**config.mk**
```make
export PLATFORM = sky130hd
export DESIGN_NAME = dmem_arbiter
export DESIGN_NICKNAME = d
export VERILOG_FILES = /design/src/rtl/dmem_arbiter.sv
export SDC_FILE = /design/constraint.sdc
export NUM_CORES = 1
export LEC_CHECK = 0
export CAP_MARGIN = 20
export CORE_UTILIZATION = 33
export DETAILED_ROUTE_END_ITERATION = 8
export GPL_ROUTABILITY_DRIVEN = 0
export HOLD_SLACK_MARGIN = 0.1
export PLACE_DENSITY = 0.81
export SETUP_SLACK_MARGIN = 0.2
export SLEW_MARGIN = 0
export SYNTH_ARGS = -nofsm -noshare
export SYNTH_HDL_FRONTEND = slang
export SYNTH_SLANG_ARGS = --single-unit
export TNS_END_PERCENT = 100
```
**constraint.sdc**
```tcl
create_clock -name clk -period 4.6 [get_ports clk]
set_clock_uncertainty 0.1 [all_clocks]
set_input_delay 0.46 -clock clk [delete_from_list [all_inputs] [get_ports clk]]
set_output_delay 0.46 -clock clk [all_outputs]
set_load 0.005 [all_outputs]
```
**src/rtl/dmem_arbiter.sv**
```systemverilog
// Two-port arbiter/sequencer for the single-port 256x32 data memory: one registered access per cycle.
// Optional round-robin tie-break from IDLE when DMEM_ARB_RR_EN is defined (fixed p0 priority otherwise).
module dmem_arbiter #(
  parameter int ADDR_W = 8,
  parameter int DATA_W = 32
) (
  input  logic              clk,
  input  logic              rst_n,
  input  logic              p0_req,
  input  logic              p0_we,
  input  logic [ADDR_W-1:0] p0_addr,
  input  logic [DATA_W-1:0] p0_wdata,
  output logic              p0_ack,
  output logic [DATA_W-1:0] p0_rdata,
  input  logic              p1_req,
  input  logic              p1_we,
  input  logic [ADDR_W-1:0] p1_addr,
  input  logic [DATA_W-1:0] p1_wdata,
  output logic              p1_ack,
  output logic [DATA_W-1:0] p1_rdata,
  output logic [ADDR_W-1:0] mem_addr,
  output logic [DATA_W-1:0] mem_wdata,
  output logic              mem_we,
  input  logic [DATA_W-1:0] mem_rdata
);

  typedef enum logic [1:0] {
    IDLE    = 2'd0,
    BUSY_P0 = 2'd1,
    BUSY_P1 = 2'd2
  } state_t;

  state_t              state_p1;
  state_t              state_nxt;
  logic                p0_elig;
  logic                p1_elig;
  logic [ADDR_W-1:0]   acc_addr_p1;
  logic [DATA_W-1:0]   acc_wdata_p1;
  logic                acc_we_p1;

  // A port being acked in the current cycle cannot win the closing edge,
  // which is what forces alternation when both ports keep requesting.
  assign p0_elig = p0_req && (state_p1 != BUSY_P0);
  assign p1_elig = p1_req && (state_p1 != BUSY_P1);

`ifdef DMEM_ARB_RR_EN
  logic last_p1;  // 1 = port 1 was granted most recently

  always_ff @(posedge clk or negedge rst_n) begin
    if (!rst_n) begin
      last_p1 <= 1'b1;
    end else if (state_nxt == BUSY_P0) begin
      last_p1 <= 1'b0;
    end else if (state_nxt == BUSY_P1) begin
      last_p1 <= 1'b1;
    end
  end
`endif

  // ---- stage p1: state register ----
  always_ff @(posedge clk or negedge rst_n) begin
    if (!rst_n) begin
      state_p1 <= IDLE;
    end else begin
      state_p1 <= state_nxt;
    end
  end

  always_comb begin
    state_nxt = IDLE;
    if (p0_elig && p1_elig) begin
`ifdef DMEM_ARB_RR_EN
      state_nxt = last_p1 ? BUSY_P0 : BUSY_P1;
`else
      state_nxt = BUSY_P0;
`endif
    end else if (p0_elig) begin
      state_nxt = BUSY_P0;
    end else if (p1_elig) begin
      state_nxt = BUSY_P1;
    end
  end

  // Access fields need no reset: every output path is gated by state_p1.
  always_ff @(posedge clk) begin
    if (state_nxt == BUSY_P0) begin
      acc_addr_p1  <= p0_addr;
      acc_wdata_p1 <= p0_wdata;
      acc_we_p1    <= p0_we;
    end else if (state_nxt == BUSY_P1) begin
      acc_addr_p1  <= p1_addr;
      acc_wdata_p1 <= p1_wdata;
      acc_we_p1    <= p1_we;
    end
  end

  // ---- stage p1: memory drive and acknowledge ----
  always_comb begin
    mem_addr  = '0;
    mem_wdata = '0;
    mem_we    = 1'b0;
    p0_ack    = 1'b0;
    p1_ack    = 1'b0;
    p0_rdata  = '0;
    p1_rdata  = '0;
    case (state_p1)
      BUSY_P0: begin
        mem_addr  = acc_addr_p1;
        mem_wdata = acc_wdata_p1;
        mem_we    = acc_we_p1;
        p0_ack    = 1'b1;
        p0_rdata  = mem_rdata;
      end
      BUSY_P1: begin
        mem_addr  = acc_addr_p1;
        mem_wdata = acc_wdata_p1;
        mem_we    = acc_we_p1;
        p1_ack    = 1'b1;
        p1_rdata  = mem_rdata;
      end
      default: ;
    endcase
  end

endmodule

```
# ---- After elaboration in Yosys (flattened, before gate mapping)
# Index checks and enable logic that the tools add are counted.
dict set report word_totals {
  regBits 43
  inputBits 118
  output_inout_bits 107
  word_cells 31
}
dict set report classes {
  eq_ne 6
  mux 16
  reduce_logical 5
}
# op n
set ops {}
lappend ops {{32-bit two-way mux} 5}
lappend ops {{8-bit two-way mux} 3}
lappend ops {{2-bit two-way mux} 3}
lappend ops {{1-bit two-way mux} 5}
lappend ops {{2-bit by 1-bit equality test with 1-bit output (second input constant)} 2}
lappend ops {{2-bit equality test (second input constant)} 2}
lappend ops {{1-bit logical AND} 3}
lappend ops {{2-bit by 1-bit inequality test with 1-bit output (second input constant)} 1}
lappend ops {{2-bit inequality test (second input constant)} 1}
lappend ops {{2-bit nonzero test} 1}
lappend ops {{2-bit OR reduction} 1}

# ---- Logic depth before layout (Yosys ltp)
dict set report depth {
  depth_word 8
  depth_mapped 6
  depth_no_buf 4
}

# ---- Least setup slack after synthesis
# Ideal clock, no wire load.
dict set report synth_path {
  path_kind {register -> register}
  from {register state_p1[0]}
  to {register acc_addr_p1[0] (enable)}
  setup_time_ns 0.496
  arrival_time_ns 3.538
  required_ns 4.004
  path_slack_ns 0.466
  path_stages_with_launch 3
  n_path_buf 0
  synth_period_minus_slack_ns 4.134
  cell_sequence {dfrtp_1 ha_1 o21ai_0}
}
dict set report synth_between {
  elab_chain_len 7
  elab_cells_between_ends 11
  cone_classes {eq/ne (4); mux (3); reduce/logical (4)}
}
# item line
set synth_rtl {}
lappend synth_rtl {{start, declared} 33} ;# state_t state_p1;
lappend synth_rtl {{start signal, assigned} 65} ;# state_p1 <= state_nxt;
lappend synth_rtl {{2-bit inequality test} 44} ;# assign p1_elig = p1_req && (state_p1 != BUSY_P1);
lappend synth_rtl {{1-bit logical AND} 44}
lappend synth_rtl {{2-bit two-way mux} 79} ;# end else if (p1_elig) begin
lappend synth_rtl {{2-bit two-way mux} 77} ;# end else if (p0_elig) begin
lappend synth_rtl {{2-bit two-way mux (*)} 71} ;# if (p0_elig && p1_elig) begin
lappend synth_rtl {{2-bit by 1-bit equality test with 1-bit output / 2-bit equality test (equally long branches)} {86, 90}}
lappend synth_rtl {{2-bit nonzero test (no line) (*)} --}
lappend synth_rtl {{end signal, assigned} 87} ;# acc_addr_p1 <= p0_addr;
lappend synth_rtl {{end signal, assigned} 91} ;# acc_addr_p1 <= p1_addr;
lappend synth_rtl {{end, declared} 37} ;# logic [ADDR_W-1:0] acc_addr_p1;
# Mark *: on every way between the ends. The rest lies on a longest branch, timed or not.
# A chain may end at the register's enable or synchronous reset.

# ---- Final worst setup path
dict set report layout_path {
  from {register state_p1[1]}
  to {output port p0_rdata[1]}
}
dict set report layout_between {
  elab_chain_len 2
}
# item line
set layout_rtl {}
lappend layout_rtl {{2-bit by 1-bit equality test with 1-bit output} 106} ;# case (state_p1)
lappend layout_rtl {{32-bit two-way mux} 106}
lappend layout_rtl {{end, declared} 14} ;# output logic [DATA_W-1:0] p0_rdata,
# No other way between the ends.

==> results by group <==
Timing
  – RSZ-0062 raised after global routing: false
  – Setup TNS: 0 ns
  – Max-slew violation count: 0
  – Setup violators final: 0
  – Fin crit period: roughly 2.9 ns
  – Slew headroom: a little under two fifths
  – Final Hold Violating Endpoints: 0
  – Slew at the pin closest to its max-slew limit: ~0.93 ns
  – FMAX: ~350 MHz
  – Fin crit share: between 60% and 70%

GRT
  – Grt ovf: 0
  – Number of global-route vias before repair: 2263
  – Gr usage total: 17.2%
  – Initial antenna violation count: 0
  – First-pass GRT wire length: approximately 11 mm
  – Largest net degree at the start of global routing: 42

Synthesis
  – Synth Instances: approximately 220
  – Synth unique cells: 14
  – Post-synth top area share: 44.6%
  – Post-synthesis sequential area ratio: 46.4%
  – Syn. warnings: 0
  – Synth Register Bits: 43
  – Post-Syn Area: roughly 0.0028 sq mm
  – Area leader, netlist: edfxtp_1
  – Mapped Nets: around 340
  – Mapped Avg Cell Area: between 10 and 15 sq um
  – Ranking of synthesized cells by area: edfxtp_1, mux2_4, and2_1

Route
  – Vias: between 2000 and 2500
  – DRC: 0
  – Drt pass-1 iters: 3
  – WL final: approximately 7.6 mm
  – Drt initial violations: 23
  – Routed WL per cell: 14.1 microns
  – Post-route ant nets: 0
  – Vias/cell: ~4.4

Clock network
  – Total CTS buffers: 5
  – Hold-fix buffers, CTS: 0
  – Clk root buf: clkbuf_8
  – Clk buf depth: 2
  – Post-CTS Setup Repair Bufs: 0
  – Post_cts resized: 0
  – TritonCTS clock tree: built
  – Worst skew pair latency: 0.28 ns
  – H-tree levels: 2
  – Clock Pin Slew Worst Setup and Hold Paths: about 0.070 ns
  – Clock Sinks: 43

Setup path
  – Worst R2R Start: state_p1[1]$_DFF_PN0_
  – Delay-heaviest family, CP: adder cells
  – CP startpoint kind: flop
  – Reg2reg end: acc_wdata_p1[25]$_DFFE_PP_
  – Slowest-stage cell, CP: ha_1
  – Crit-path max cell delay: roughly 0.77 ns
  – Worst EP required: 4.04 ns
  – Reg2Reg Depth: 5
  – Crit path DAT: ~2.3 ns
  – Critical path class: flop to output pin
  – Worst path bufs/invs: 2
  – Critical path peak fanout: 33
  – Flop-to-flop setup slack: roughly 2.2 ns
  – Cell Chain, Critical Path: inv_1, ha_1, and2_1, clkdlybuf4s50_1
  – Crit path capture type: output pin

Power
  – Sequential share of power: 41.5%
  – Clock network power share: about a fifth
  – Total power divided by cell area: about 230 mW/mm^2
  – Sw frac: a little under a quarter
  – Pint: ~900 uW
  – Total power: ~1.2 mW
  – Sw power: ~280 uW
  – Worst vdd ir: 118 uV
  – Logic pwr share: between 30% and 40%
  – Leakage power: between 1.5 and 2 nW

Run
  – Max-Cap Viols: 0

Layout
  – Antenna diode count: 0
  – Most frequent cells in the layout: clkdlybuf4s50_1, and2_1, nor2b_1, edfxtp_1, mux2_4
  – Commonest non-fill, non-tap cell in the layout: clkdlybuf4s50_1
  – Fin nets: 558
  – Share of layout cells above drive strength 1: 12.4%
  – Area grow syn2layout: 86.1%

Floorplan
  – Core ar.: just over 0.008 sq mm
  – Die W: ~93 microns
  – Starting Density: 33.8%
  – Die Area: about 0.009 sq mm
  – Die H: between 90 and 100 microns
  – I/O pin count: around 230
  – Row Count: 33

Placement
  – Post-DP HPWL: a little over 6 mm
  – # port buffers: roughly 220

Outcome
  – Status: complete, no violations

Worst hold path
  – Hold crit path type: input pin to async pin
==> through the flow <==
step / std cells / utilization, % / instance area, sq um / setup slack (ns) / hold WS (ns)
finish: 542 / 62.9 / 5140 / 1.74 / 0.242
global route: 542 / 62.9 / 5140 / 1.55 / 0.226
global placement: 534 / 61.8 / 5060 / 2.10 / 0.529
CTS: 542 / 62.9 / 5140 / 1.71 / 0.227
detailed placement: 534 / 61.8 / 5060 / 2.02 / 0.542
floorplan: 216 / - / 2760 / 0.466 / 0.0644
==> metal layers <==
layer	global-route usage [%]	share of wire [%]	vias up
met5	0	0	-
met2	31.4	52	135
met3	5.85	9.8	14
met4	5.90	2.3	0
li1	-	-	1159
met1	18.4	36	1066
==> how the worst max path moves through the flow <==
stage / start / to / slack [ns] / depth (start not counted)
global route: state_p1[1]$_DFF_PN0_ / p0_rdata[0] / 1.55 / 4
floorplan: state_p1[0]$_DFF_PN0_ / acc_addr_p1[0]$_DFFE_PP_ / 0.47 / 2
global placement: state_p1[1]$_DFF_PN0_ / p0_rdata[1] / 2.10 / 4
finish: state_p1[1]$_DFF_PN0_ / p0_rdata[1] / 1.74 / 4
CTS: state_p1[1]$_DFF_PN0_ / p0_rdata[1] / 1.71 / 4
detailed placement: state_p1[1]$_DFF_PN0_ / p0_rdata[1] / 2.02 / 4
==> power by group through the flow <==
stage	clock network [mW]	logic, mW	registers [mW]
final	0.234	0.459	0.491
after floorplan	0	0.189	0.501
after detailed placement	0	0.466	0.501
after global placement	0	0.457	0.501
after CTS	0.242	0.468	0.492
after global routing	0.260	0.496	0.497
==> synth_stat cells <==
| cell | n |
|---|---|
| buf_12 | 4 |
| a21oi_1 | 1 |
| ha_1 | 4 |
| dfrtp_1 | 2 |
| nand2b_1 | 1 |
| buf_6 | 1 |
| clkbuf_1 | 10 |
| mux2_2 | 2 |
| edfxtp_1 | 41 |
| mux2_4 | 39 |
| and2_1 | 64 |
| inv_1 | 4 |
| o21ai_0 | 1 |
| nor2b_1 | 42 |
==> sequential cells by signal (all words and copies together), names as in the netlist <==
name / cells
acc_addr_p1: 8
acc_wdata_p1: 32
acc_we_p1: 1
state_p1: 2
==> cell families after synthesis <==
| family | after synthesis | synth area share [%] |
|---|---|---|
| mux | 41 | 22.0 |
| buf+inv | 19 | 5.21 |
| compound gates | 2 | 0.362 |
| simple gates | 107 | 24.2 |
| fa+ha+maj | 4 | 1.81 |
| flops | 43 | 46.4 |
==> cell type report <==
type                            instances  area (sq um)
Multi-Input combinational cell        154          1360
Clock buffer                            6          72.6
Clock inverter                          2          12.5
Fill cell                             671          3030
Inverter                                4          15.0
Sequential cell                        43          1280
Timing Repair Buffer                  228          2270
Tap cell                              105           131
(Power assumes the default switching activity.)
